## config.mk

```make
export PLATFORM = sky130hd
export DESIGN_NAME = dispense_controller
export DESIGN_NICKNAME = d
export VERILOG_FILES = /design/src/rtl/water_dispenser_pkg.sv /design/src/rtl/flow_edge_detector.sv /design/src/rtl/dispense_controller.sv
export SDC_FILE = /design/constraint.sdc
export NUM_CORES = 1
export LEC_CHECK = 0
export BUFFER_PORTS_ARGS = -buffer_cell sky130_fd_sc_hd__buf_2
export CAP_MARGIN = 20
export CORE_AREA = 2 2 93 95
export DETAILED_ROUTE_END_ITERATION = 7
export DIE_AREA = 0 0 95 97
export PLACE_DENSITY_LB_ADDON = 0.05
export SLEW_MARGIN = 20
export SYNTH_ARGS = -nofsm -noshare
export SYNTH_HDL_FRONTEND = slang
export SYNTH_SLANG_ARGS = --single-unit
```

## constraint.sdc

```tcl
create_clock -name clock -period 2.02 [get_ports clock]
set_input_delay 0.303 -clock clock [delete_from_list [all_inputs] [get_ports clock]]
set_output_delay 0.303 -clock clock [all_outputs]
set_load 0.02 [all_outputs]
```

## src/rtl/water_dispenser_pkg.sv

```systemverilog
// Shared types and defaults for the water_dispenser front end and its
// dispense_controller back end.
package water_dispenser_pkg;

    localparam int unsigned DEFAULT_AMOUNT_WIDTH    = 16;
    localparam int unsigned SWITCH_COUNT            = 4;
    localparam int unsigned DEFAULT_PULSES_PER_UNIT = 4;
    localparam int unsigned DEFAULT_TIMEOUT_CYCLES  = 1000;

    typedef enum logic [1:0] {
        ST_IDLE       = 2'd0,
        ST_DISPENSING = 2'd1,
        ST_FAULT      = 2'd2
    } disp_state_e;

endpackage

```

## src/rtl/flow_edge_detector.sv

```systemverilog
// Two-flop synchronizer followed by a registered rising-edge pulse.
// Also used for other asynchronous sensor inputs.
module flow_edge_detector (
    input  logic clock,
    input  logic reset,
    input  logic sig_i,
    output logic edge_o
);

    logic sync1_q;
    logic sync2_q;
    logic sync3_q;
    logic edge_q;

    always_ff @(posedge clock) begin
        if (reset) begin
            sync1_q <= 1'b0;
            sync2_q <= 1'b0;
            sync3_q <= 1'b0;
            edge_q  <= 1'b0;
        end else begin
            sync1_q <= sig_i;
            sync2_q <= sync1_q;
            sync3_q <= sync2_q;
            edge_q  <= sync2_q & ~sync3_q;
        end
    end

    assign edge_o = edge_q;

endmodule

```

## src/rtl/dispense_controller.sv

```systemverilog
// Opens the valve for an accepted amount and counts flow-meter pulses until
// it is delivered; handles cancel and the no-flow timeout fault.
module dispense_controller
    import water_dispenser_pkg::*;
#(
    parameter int unsigned AMOUNT_WIDTH    = DEFAULT_AMOUNT_WIDTH,
    parameter int unsigned PULSES_PER_UNIT = DEFAULT_PULSES_PER_UNIT,
    parameter int unsigned TIMEOUT_CYCLES  = DEFAULT_TIMEOUT_CYCLES
) (
    input  logic                    clock,
    input  logic                    reset,
    input  logic                    start,
    input  logic [AMOUNT_WIDTH-1:0] amount,
    input  logic                    cancel,
    input  logic                    flow_pulse,
    output logic                    valve_open,
    output logic                    busy,
    output logic                    done,
    output logic                    aborted,
    output logic                    fault,
    output logic [AMOUNT_WIDTH-1:0] dispensed,
    output logic [AMOUNT_WIDTH-1:0] remaining
);

    localparam int unsigned SUB_W = (PULSES_PER_UNIT > 1) ? $clog2(PULSES_PER_UNIT) : 1;
    localparam int unsigned TMO_W = $clog2(TIMEOUT_CYCLES);

    localparam logic [SUB_W-1:0]        SUB_LAST = SUB_W'(PULSES_PER_UNIT - 1);
    localparam logic [TMO_W-1:0]        TMO_LAST = TMO_W'(TIMEOUT_CYCLES - 1);
    localparam logic [AMOUNT_WIDTH-1:0] ONE_UNIT = AMOUNT_WIDTH'(1);

    disp_state_e             state_q;
    logic [SUB_W-1:0]        sub_q;
    logic [TMO_W-1:0]        tmo_q;
    logic [AMOUNT_WIDTH-1:0] dispensed_q;
    logic [AMOUNT_WIDTH-1:0] remaining_q;
    logic                    valve_q;
    logic                    busy_q;
    logic                    done_q;
    logic                    aborted_q;
    logic                    fault_q;
    logic                    flow_edge;

    flow_edge_detector u_flow_edge (
        .clock  (clock),
        .reset  (reset),
        .sig_i  (flow_pulse),
        .edge_o (flow_edge)
    );

    always_ff @(posedge clock) begin
        if (reset) begin
            state_q     <= ST_IDLE;
            sub_q       <= '0;
            tmo_q       <= '0;
            dispensed_q <= '0;
            remaining_q <= '0;
            valve_q     <= 1'b0;
            busy_q      <= 1'b0;
            done_q      <= 1'b0;
            aborted_q   <= 1'b0;
            fault_q     <= 1'b0;
        end else begin
            done_q    <= 1'b0;
            aborted_q <= 1'b0;
            unique case (state_q)
                ST_IDLE: begin
                    if (start) begin
                        dispensed_q <= '0;
                        sub_q       <= '0;
                        tmo_q       <= '0;
                        if (amount != '0) begin
                            state_q     <= ST_DISPENSING;
                            remaining_q <= amount;
                            valve_q     <= 1'b1;
                            busy_q      <= 1'b1;
                        end else begin
                            remaining_q <= '0;
                            done_q      <= 1'b1;
                        end
                    end
                end
                ST_DISPENSING: begin
                    // Cancel outranks both a same-cycle flow edge and the timeout.
                    if (cancel) begin
                        state_q     <= ST_IDLE;
                        remaining_q <= '0;
                        valve_q     <= 1'b0;
                        busy_q      <= 1'b0;
                        aborted_q   <= 1'b1;
                    end else if (flow_edge) begin
                        tmo_q <= '0;
                        if (sub_q == SUB_LAST) begin
                            sub_q       <= '0;
                            dispensed_q <= dispensed_q + ONE_UNIT;
                            remaining_q <= remaining_q - ONE_UNIT;
                            if (remaining_q == ONE_UNIT) begin
                                state_q <= ST_IDLE;
                                valve_q <= 1'b0;
                                busy_q  <= 1'b0;
                                done_q  <= 1'b1;
                            end
                        end else begin
                            sub_q <= sub_q + SUB_W'(1);
                        end
                    end else if (tmo_q == TMO_LAST) begin
                        state_q <= ST_FAULT;
                        valve_q <= 1'b0;
                        busy_q  <= 1'b0;
                        fault_q <= 1'b1;
                    end else begin
                        tmo_q <= tmo_q + TMO_W'(1);
                    end
                end
                ST_FAULT: begin
                    if (cancel) begin
                        state_q <= ST_IDLE;
                        fault_q <= 1'b0;
                    end
                end
                default: begin
                    state_q <= ST_IDLE;
                    valve_q <= 1'b0;
                    busy_q  <= 1'b0;
                    fault_q <= 1'b0;
                end
            endcase
        end
    end

    assign valve_open = valve_q;
    assign busy       = busy_q;
    assign done       = done_q;
    assign aborted    = aborted_q;
    assign fault      = fault_q;
    assign dispensed  = dispensed_q;
    assign remaining  = remaining_q;

endmodule

```

==> impl_metrics.py, run 1 <==
metrics = {
    "finish": {
        "syn_to_final_growth_pct": 28.3,
        "n_antenna_cell": 0,
        "num-fill-cells": 846,
        "stdcell_count": 539,
        "final_area_sq_um": 3620,
        "drive_above_1_share": 0.300,
        "layout.nets": 459,
    },
    "synthesis": {
        "async_reset_ff_frac": 0,
        "syn_avg_cell_area_sq_um": 8.25,
        "yosysSeqAreaShare": 0.383,
        "ys_types": 54,
        "synth_nets": 368,
        "synthCells": 342,
        "synth_top_family_by_area": "simple AND/OR/NAND/NOR gates",
        "synth-edff-count": 0,
        "ys_ff_latch": 54,
        "ys_warn_count": 0,
        "synth_top_flop_cell": "dfxtp_1",
        "synthAdderAreaFrac": 0.0222,
        "synthMuxAreaShare": 0,
        "yosys.area_share.simple": 0.280,
        "synth-xor-area-share": 0.0683,
        "synth-compound-area-share": 0.199,
        "netlist_area_sq_um": 2820,
    },
    "grt": {
        "grt_overflow": 0,
        "grt_start_max_net_pins": 20,
        "grt_pass1_wl_microns": 13200,
        "antenna_found_initial": 0,
        "grt_pass1_vias": 2724,
        "grt_usage": 0.176,
    },
    "placement": {
        "placed_area_sq_um": 3490,
        "io_buffers": 57,
        "place_hpwl_microns": 5880,
        "dp_cells": 531,
        "gp_congestion": 0.772,
        "pre_cts_ws_ns": -0.143,
    },
    "floorplan": {
        "fp.dieH_microns": 97,
        "pin_count": 58,
        "fp.dieArea_sq_um": 9220,
        "core_sq_um": 8130,
        "rows": 33,
        "start_util": 0.347,
        "fp.dieW_microns": 95,
    },
    "cts": {
        "root_buffer": "clkbuf_8",
        "clk_latency_ns": 0.31,
        "hold_buffers": 0,
        "post-cts-setup-buffers": 0,
        "path_clk_slew_ns": 0.10,
        "clock_path_buffers": 2,
        "cts_tree": "yes",
        "cts_sinks": 54,
        "h-tree-depth": 2,
        "numCtsBuffers": 5,
    },
    "routing": {
        "viasPerCell": 5.24,
        "dr.pass1.iters": 4,
        "drtAntennaViolNets": 0,
        "routedWlPerCell_microns": 14.5,
        "routed_wl_microns": 7820,
        "drtIter0Drc": 99,
        "drc_errors": 0,
        "via_count": 2824,
    },
    "timing": {
        "period_needed_ns": 2.10,
        "fmax_mhz": 477,
        "grt_setup_unrepaired": "yes",
        "fin_skew_ns": 0.00590,
        "period_share": 1.04,
        "setup_viol": 2,
        "finalHoldViolations": 0,
        "fin_ws_ns": -0.0757,
        "slew_violations": 0,
        "worst_pin_slew_ns": 0.486,
        "maxSlewHeadroom": 0.675,
    },
    "run_status": {
        "violations": "negative setup slack",
        "status": "finished with violations",
    },
    "setup_path": {
        "worstSetupStartpoint": "remaining[13]",
        "worstPathRequired_ns": 2.25,
        "regToRegStartpoint": "remaining[13]",
        "crit_type": "flop to flop",
        "crit_fanout": 2,
        "cp.arrival_ns": 2.32,
        "crit_path_end_kind": "flop",
        "cp-start-kind": "flop",
    },
    "power_and_ir_drop": {
        "cellPowerDensity_nw_per_um2": 890,
        "finalPower_mw": 3.22,
        "power.leakage_nw": 1.52,
        "ir_worst_vdd_v": 0.000448,
    },
    "run": {
        "cap_violations": 0,
    },
    "worst_hold_path": {
        "min_from": "flow_pulse",
        "min_path_type": "input port to flop",
    },
}
[where the power goes]
group / leakage (nW) / internal [mW] / total (mW) / switching, mW
logic: 1.03 / 0.554 / 1.34 / 0.784
clock network: 0.0472 / 0.277 / 0.647 / 0.370
registers: 0.441 / 1.16 / 1.24 / 0.0757
[per-stage QoR]
stage	TNS (ns)	hold slack, ns	utilization
4_1_cts	-0.190	0.186	0.443
6_report	-0.116	0.200	0.445
3_3_place_gp	-0.251	0.371	0.429
5_1_grt	-0.260	0.200	0.445
2_1_floorplan	-0.0677	0.367	-
3_5_place_dp	-0.341	0.378	0.429
[flip-flops by register name (all words and copies together), names as in the netlist]
register / flops
busy: 1
u_flow_edge.sync3_q: 1
sub_q: 2
u_flow_edge.sync1_q: 1
remaining: 16
done: 1
state_q: 2
tmo_q: 10
u_flow_edge.edge_o: 1
u_flow_edge.sync2_q: 1
fault: 1
dispensed: 16
aborted: 1
[metal layers]
layer / share of wire / vias up / track usage
li1: - / 1421 / -
met2: 0.46 / 70 / 0.285
met5: 0 / - / 0
met4: 0.013 / 0 / 0.0468
met3: 0.046 / 10 / 0.0319
met1: 0.48 / 1323 / 0.238
[path summary, 6_finish.rpt]
| check | to | slack, ns | depth (start not counted) |
|---|---|---|---|
| max | busy | -0.08 | 5 |
| min | u_flow_edge.sync1_q | 0.20 | 2 |
| max reg2reg | busy | -0.08 | 5 |
| min reg2reg | u_flow_edge.edge_o | 0.39 | 1 |
[layout make-up]
| class | count | area [sq um] | share of cell area |
|---|---|---|---|
| clock buffer | 6 | 82.6 | 0.0228 |
| sequential | 54 | 1090 | 0.301 |
| multi-input combinational | 262 | 1650 | 0.454 |
| timing repair buffer | 104 | 638 | 0.176 |
| tap | 105 | 131 | 0.0363 |
| inverter | 6 | 22.5 | 0.00622 |
| clock inverter | 2 | 12.5 | 0.00346 |
[worst max-delay path: stages (launching register included)]
cell	delay, ns
dfxtp_4	0.35
or4_4	0.54
and4b_2	0.33
a211oi_2	0.08
or4_4	0.50
a221oi_2	0.22
[synthesized netlist by cell type (2+ instances only)]
library cell  instances  area share
a211oi_1              8       0.021
a21o_1                2      0.0053
a21oi_1              23       0.041
a22oi_1               5       0.013
a31oi_1               3      0.0067
a32o_1                3       0.011
and3_1                7       0.016
and4_1                3      0.0093
buf_2                 2      0.0035
buf_6                 4       0.016
clkbuf_1             12       0.016
dfxtp_1              54        0.38
ha_1                  5       0.022
inv_1                 6      0.0080
nand2_1              33       0.044
nand2b_1              5       0.011
nand3_1              11       0.020
nand4_1               9       0.020
nand4b_1              2      0.0062
nor2_1               42       0.056
nor2b_1               6       0.013
nor3_1               13       0.023
nor4_1                5       0.011
nor4_4                2       0.015
o21a_1                3      0.0080
o21ai_0              22       0.039
o41ai_1               3      0.0093
or3_1                 3      0.0067
xnor2_1               8       0.025
xor2_1               14       0.043
[cell usage in the layout, fill, tap and decap left out, types with 3 or more instances in the layout]
cell      Yosys  final
inv_1         6      6
a211oi_1      8      7
nand2_1      33     33
a21oi_1      23     23
nor2_1       42     42
and3_1        7      7
buf_4         1     47
ha_1          5      5
xor2_1       14     14
o21ai_0      22     22
o41ai_1       3      3
a31oi_1       3      3
clkbuf_8      0      6
and4_1        3      3
nand2b_1      5      4
nor2b_1       6      6
dfxtp_1      54     52
nor3_1       13     12
nand4_1       9      9
buf_2         2     57
a22oi_1       5      5
or3_1         3      3
o21a_1        3      3
nor4_1        5      5
nand3_1      11     11
xnor2_1       8      8
a32o_1        3      3
[what timing repair did]
item,in CTS,in global routing
endpoints found under the setup margin,3,9
endpoints found under the hold margin,0,0
cloned,0,0
pin swaps,4,4
resized for setup,3,5
[logic make-up after synthesis]
group           count (synthesis)
compound gates                 85
fa+ha+maj                       5
xor+xnor                       22
buf+inv                        26
flops                          54
simple gates                  150
Power figures use the tool's default switching activity.
==> inputs of run 2 (changes only) <==
--- a/config.mk
+++ b/config.mk
@@ -7,11 +7,14 @@
 export LEC_CHECK = 0
 export BUFFER_PORTS_ARGS = -buffer_cell sky130_fd_sc_hd__buf_2
 export CAP_MARGIN = 20
-export CORE_AREA = 2 2 93 95
+export CELL_PAD_IN_SITES_DETAIL_PLACEMENT = 1
+export CELL_PAD_IN_SITES_GLOBAL_PLACEMENT = 2
+export CORE_AREA = 2 2 106 108
 export DETAILED_ROUTE_END_ITERATION = 7
-export DIE_AREA = 0 0 95 97
+export DIE_AREA = 0 0 108 110
 export PLACE_DENSITY_LB_ADDON = 0.05
 export SLEW_MARGIN = 20
 export SYNTH_ARGS = -nofsm -noshare
 export SYNTH_HDL_FRONTEND = slang
+export SYNTH_HIERARCHICAL = 1
 export SYNTH_SLANG_ARGS = --single-unit
==> impl_metrics.py, run 2 <==
metrics = {
    "routing": {
        "routedWlPerCell_microns": 18.4,
        "routed_wl_microns": 10900,
        "viasPerCell": 5.37,
        "drtAntennaViolNets": 0,
        "drc_errors": 0,
        "drtIter0Drc": 114,
        "via_count": 3196,
        "dr.pass1.iters": 4,
    },
    "cts": {
        "clk_latency_ns": 0.33,
        "clock_path_buffers": 2,
        "h-tree-depth": 2,
        "cts_sinks": 54,
        "path_clk_slew_ns": 0.11,
        "root_buffer": "clkbuf_8",
        "cts_tree": "yes",
        "hold_buffers": 0,
        "numCtsBuffers": 5,
    },
    "power_and_ir_drop": {
        "cellPowerDensity_nw_per_um2": 645,
        "ir_worst_vdd_v": 0.000290,
        "finalPower_mw": 2.53,
        "pwr-share-comb": 0.266,
        "p_switching_mw": 0.846,
        "p_sw_frac": 0.334,
        "power.leakage_nw": 1.50,
        "p_seq_frac": 0.458,
        "p_int_mw": 1.68,
        "pwr-share-clk": 0.276,
    },
    "setup_path": {
        "regToRegEndpoint": "state_q[1]",
        "crit_fanout": 3,
        "crit_type": "flop to flop",
        "reg2regPathDepth": 6,
        "crit_path_end_kind": "flop",
        "cp-start-kind": "flop",
        "worstPathRequired_ns": 2.27,
        "cp.arrival_ns": 2.30,
        "regToRegStartpoint": "remaining[1]",
        "r2r_setup_slack_ns": -0.03,
    },
    "worst_hold_path": {
        "whs_endpoint": "u_flow_edge/sync1_q",
        "min_path_type": "input port to flop",
        "whs_path_depth": 2,
        "min_from": "flow_pulse",
    },
    "grt": {
        "grt_usage": 0.191,
        "grt_pass1_vias": 3227,
        "grt_overflow": 0,
        "top_usage_layer": "met2",
        "antenna_found_initial": 0,
        "grt_start_max_net_pins": 18,
        "use_met2": 0.336,
        "gr-usage-met3": 0.0265,
        "global_route.usage.met1": 0.241,
        "grt_pass1_wl_microns": 17400,
    },
    "placement": {
        "pre_cts_ws_ns": 0.00148,
        "place_hpwl_microns": 8440,
        "gp_congestion": 0.823,
        "io_buffers": 57,
    },
    "synthesis": {
        "synth-edff-count": 0,
        "async_reset_ff_frac": 0,
        "yosysSeqAreaShare": 0.358,
        "yosysTopAreaCell": "dfxtp_1",
        "synth_nets": 389,
        "synthCells": 363,
        "ys_types": 62,
        "ys_warn_count": 6,
        "syn_avg_cell_area_sq_um": 8.31,
        "ys_ff_latch": 54,
        "synthTopCellsByCount": "dfxtp_1, a21oi_1, o21ai_0",
        "synth_top_flop_cell": "dfxtp_1",
        "synth_area_leaders": "dfxtp_1, a21oi_1, o21ai_0",
        "netlist_area_sq_um": 3020,
        "yosysTopAreaCellShare": 0.358,
        "synth_most_common_cell": "dfxtp_1",
    },
    "timing": {
        "whs_ns": 0.185,
        "period_share": 1.01,
        "fin_skew_ns": 0.0141,
        "fmax_mhz": 489,
        "worst_pin_slew_ns": 0.510,
        "grt_setup_unrepaired": "yes",
        "finalHoldViolations": 0,
        "fin_ws_ns": -0.0252,
        "period_needed_ns": 2.05,
        "slew_violations": 0,
        "setup_viol": 1,
        "maxSlewHeadroom": 0.651,
    },
    "run_status": {
        "status": "finished with violations",
        "violations": "negative setup slack",
    },
    "finish": {
        "layout_common_cells": "buf_2, dfxtp_1, buf_4, a21oi_1, o21ai_0",
        "syn_to_final_growth_pct": 29.9,
        "seq_area_sq_um": 1090,
        "drive_above_1_share": 0.310,
        "final_common_cell": "buf_2",
        "n_antenna_cell": 0,
        "num-fill-cells": 1298,
        "multiInputGateArea_sq_um": 1830,
        "layout.nets": 480,
    },
    "floorplan": {
        "fp.dieW_microns": 108,
        "pin_count": 58,
        "start_util": 0.282,
        "rows": 38,
        "fp.dieArea_sq_um": 11900,
        "fp.dieH_microns": 110,
        "core_sq_um": 10700,
    },
    "run": {
        "cap_violations": 0,
    },
}
-- run 2: cell types whose count changed after synthesis, moves of 8 or more --
cell / change
a21oi_1: +8
nand2_1: -17
nor2_1: -21
or3_1: +12
xor2_1: -13
-- run 2: layout make-up --
type                       count  area share
multi-input combinational    274       0.468
sequential                    54       0.279
timing repair buffer         106       0.170
tap                          140      0.0447
clock buffer                   6      0.0211
inverter                      13      0.0131
clock inverter                 2     0.00415
-- run 2: how the worst max path moves through the flow --
| stage | start | endpoint | slack (ns) | cells past startpoint |
|---|---|---|---|---|
| CTS | remaining[1] | state_q[1] | 0.006 | 6 |
| global placement | remaining[1] | state_q[1] | 0.006 | 6 |
| detailed placement | remaining[0] | remaining[14] | 0.001 | 7 |
| finish | remaining[1] | state_q[1] | -0.03 | 6 |
| floorplan | remaining[9] | state_q[1] | 0.03 | 5 |
| global route | remaining[1] | state_q[1] | -0.08 | 6 |
-- run 2: logic make-up after synthesis --
| family | synth area share |
|---|---|
| adder cells (fa/ha/maj) | 0.0207 |
| XOR/XNOR | 0.0203 |
| multiplexers | 0.0170 |
| AND/OR/NAND/NOR | 0.305 |
| AO/OA/AOI/OAI | 0.232 |
| buffers and inverters | 0.0464 |
| flip-flops | 0.358 |
-- run 2: per-stage QoR --
stage          utilization  cell area, sq um  cells  setup TNS [ns]
3_3_place_gp         0.352              3760    585               0
6_report             0.366              3920    595         -0.0252
5_1_grt              0.366              3920    595          -0.196
3_5_place_dp         0.352              3760    585               0
2_1_floorplan            -              3030    363               0
4_1_cts              0.362              3880    593               0
-- run 2: what timing repair did --
item / in CTS / in global routing
resized for setup: 3 / 9
buffers inserted: 0 / 2
pin swaps: 1 / 2
endpoints found under the setup margin: 3 / 22
-- run 2: routing by layer --
metal  wire length [microns]  part of all wire  vias to the layer above
met5                       0                 0                        -
met4                     207             0.019                        0
met3                     284             0.026                       16
met2                    5410              0.49                       60
met1                    5040              0.46                     1557
li1                        -                 -                     1563
-- run 2: power by group through the flow --
stage / logic (mW) / registers, mW / clock network, mW
2_1_floorplan: 0.312 / 1.21 / 0
3_3_place_gp: 0.652 / 1.18 / 0
3_5_place_dp: 0.654 / 1.18 / 0
4_1_cts: 0.667 / 1.16 / 0.725
5_1_grt: 0.735 / 1.16 / 0.761
6_report: 0.673 / 1.16 / 0.698
-- run 2: critical path, cell delays in order, from the launching register on --
cell and delay (ns):
dfxtp_4 0.38, inv_4 0.07, ha_4 0.11, or4b_4 0.47, or4_4 0.54, o21ai_4 0.20, nor4b_4 0.20
==> inputs of run 3 (changes only) <==
--- a/config.mk
+++ b/config.mk
@@ -13,6 +13,7 @@
 export DETAILED_ROUTE_END_ITERATION = 7
 export DIE_AREA = 0 0 108 110
 export PLACE_DENSITY_LB_ADDON = 0.05
+export SKIP_CTS_REPAIR_TIMING = 1
 export SLEW_MARGIN = 20
 export SYNTH_ARGS = -nofsm -noshare
 export SYNTH_HDL_FRONTEND = slang
==> impl_metrics.py, run 3 (synthesis gave the netlist of run 2 again) <==
metrics = {
    "placement": {
        "io_buffers": 57,
        "dp_cells": 585,
        "gp_congestion": 0.823,
        "place_hpwl_microns": 8440,
        "placed_area_sq_um": 3760,
    },
    "cts": {
        "path_clk_slew_ns": 0.11,
        "root_buffer": "clkbuf_8",
        "clock_path_buffers": 2,
        "numCtsBuffers": 5,
        "cts_tree": "yes",
        "h-tree-depth": 2,
        "clk_latency_ns": 0.33,
        "cts_sinks": 54,
    },
    "setup_path": {
        "path_cells": "or4_1 > or4_4 > o21ai_4 > nor4b_4",
        "crit_type": "flop to flop",
        "cp-endpoint": "state_q[1]",
        "cp.arrival_ns": 2.23,
        "regToRegEndpoint": "state_q[1]",
        "crit_path_end_kind": "flop",
        "cpPeakStageDelay_ns": 0.60,
        "cp-start-kind": "flop",
        "r2r_setup_slack_ns": 0.04,
        "worst_path_max_delay_cell": "or4_1",
        "crit_fanout": 4,
        "worstPathRequired_ns": 2.27,
        "regToRegStartpoint": "remaining[8]",
        "worstSetupStartpoint": "remaining[8]",
        "reg2regPathDepth": 4,
    },
    "floorplan": {
        "pin_count": 58,
        "rows": 38,
        "core_sq_um": 10700,
        "fp.dieArea_sq_um": 11900,
        "start_util": 0.282,
        "fp.dieH_microns": 110,
        "fp.dieW_microns": 108,
    },
    "finish": {
        "drive_above_1_share": 0.311,
        "syn_to_final_growth_pct": 29.2,
        "n_antenna_cell": 0,
        "final_common_cell": "buf_2",
        "final_area_sq_um": 3900,
        "stdcell_count": 593,
        "layout_common_cells": "buf_2, dfxtp_1, buf_4, a21oi_1, o21ai_0",
        "layout.nets": 478,
    },
    "routing": {
        "drtAntennaViolNets": 0,
        "drc_errors": 0,
        "routedWlPerCell_microns": 18.4,
        "viasPerCell": 5.39,
        "via_count": 3194,
        "dr.pass1.iters": 4,
        "routed_wl_microns": 10900,
        "drtIter0Drc": 89,
    },
    "grt": {
        "grt_start_max_net_pins": 18,
        "grt_overflow": 0,
        "grt_pass1_wl_microns": 17300,
        "antenna_found_initial": 0,
        "grt_pass1_vias": 3218,
        "grt_usage": 0.190,
    },
    "run": {
        "cap_violations": 0,
    },
    "power_and_ir_drop": {
        "power.leakage_nw": 1.49,
        "finalPower_mw": 2.52,
        "cellPowerDensity_nw_per_um2": 647,
        "ir_worst_vdd_v": 0.000288,
    },
    "timing": {
        "fin_skew_ns": 0.0129,
        "finalHoldViolations": 0,
        "slew_violations": 0,
        "grt_setup_unrepaired": "no",
        "period_needed_ns": 1.98,
        "maxSlewHeadroom": 0.645,
        "worst_pin_slew_ns": 0.519,
        "setup_viol": 0,
        "period_share": 0.978,
        "fmax_mhz": 506,
    },
    "worst_hold_path": {
        "min_path_type": "input port to flop",
    },
    "run_status": {
        "status": "finished, final reports clean",
    },
}
run 3: cell types whose count changed in the layout (fill, tap and decap cells not counted):
cell,delta
buf_4,-2
a2111oi_1,-1
a2111oi_2,+1
dfxtp_2,+1
dfxtp_4,-1
ha_2,+1
ha_4,-1
nand2b_1,-1
nand2b_2,+1
run 3: cell type report:
class                   count  area (sq um)
clock buffers               6          82.6
clock inverters             2          16.3
fillers                  1292          6800
inverters                  13          51.3
multi-input cells         274          1830
flip-flops and latches     54          1090
well taps                 140           175
repair buffers            104           651
run 3: per-layer routing:
| metal | wire length (microns) | vias to the layer above | GRT usage |
|---|---|---|---|
| met2 | 5400 | 56 | 0.334 |
| met3 | 295 | 16 | 0.0265 |
| met5 | 0 | - | 0 |
| met4 | 212 | 0 | 0.0641 |
| met1 | 5020 | 1565 | 0.241 |
| li1 | - | 1557 | - |
run 3: power breakdown:
part	total, mW	internal (mW)	switching [mW]
clock	0.698	0.284	0.414
sequential	1.16	1.11	0.0478
combinational	0.667	0.286	0.380
run 3: critical path: cells and delay by family (launching register included):
kind,cells,cell delay (ns)
AO/OA/AOI/OAI,1,0.18
flip-flops,1,0.34
AND/OR/NAND/NOR,3,1.38
run 3: how the worst min path moves through the flow:
stage                        startpoint             endpoint  slack (ns)  cells past startpoint
CTS                          flow_pulse  u_flow_edge/sync1_q        0.17                      2
detailed placement  u_flow_edge/sync3_q   u_flow_edge/edge_o        0.40                      1
global placement    u_flow_edge/sync3_q   u_flow_edge/edge_o        0.40                      1
global route                 flow_pulse  u_flow_edge/sync1_q        0.17                      2
finish                       flow_pulse  u_flow_edge/sync1_q        0.18                      2
floorplan                         reset   u_flow_edge/edge_o        0.37                      1
run 3: metrics by stage:
| step | util | hold slack, ns | worst slack [ns] | TNS, ns |
|---|---|---|---|---|
| floorplan | - | 0.374 | 0.0292 | 0 |
| global placement | 0.352 | 0.400 | 0.00581 | 0 |
| detailed placement | 0.352 | 0.395 | 0.00148 | 0 |
| CTS | 0.361 | 0.167 | -0.0533 | -0.0915 |
| global route | 0.364 | 0.169 | 0.00136 | 0 |
| finish | 0.364 | 0.184 | 0.0435 | 0 |
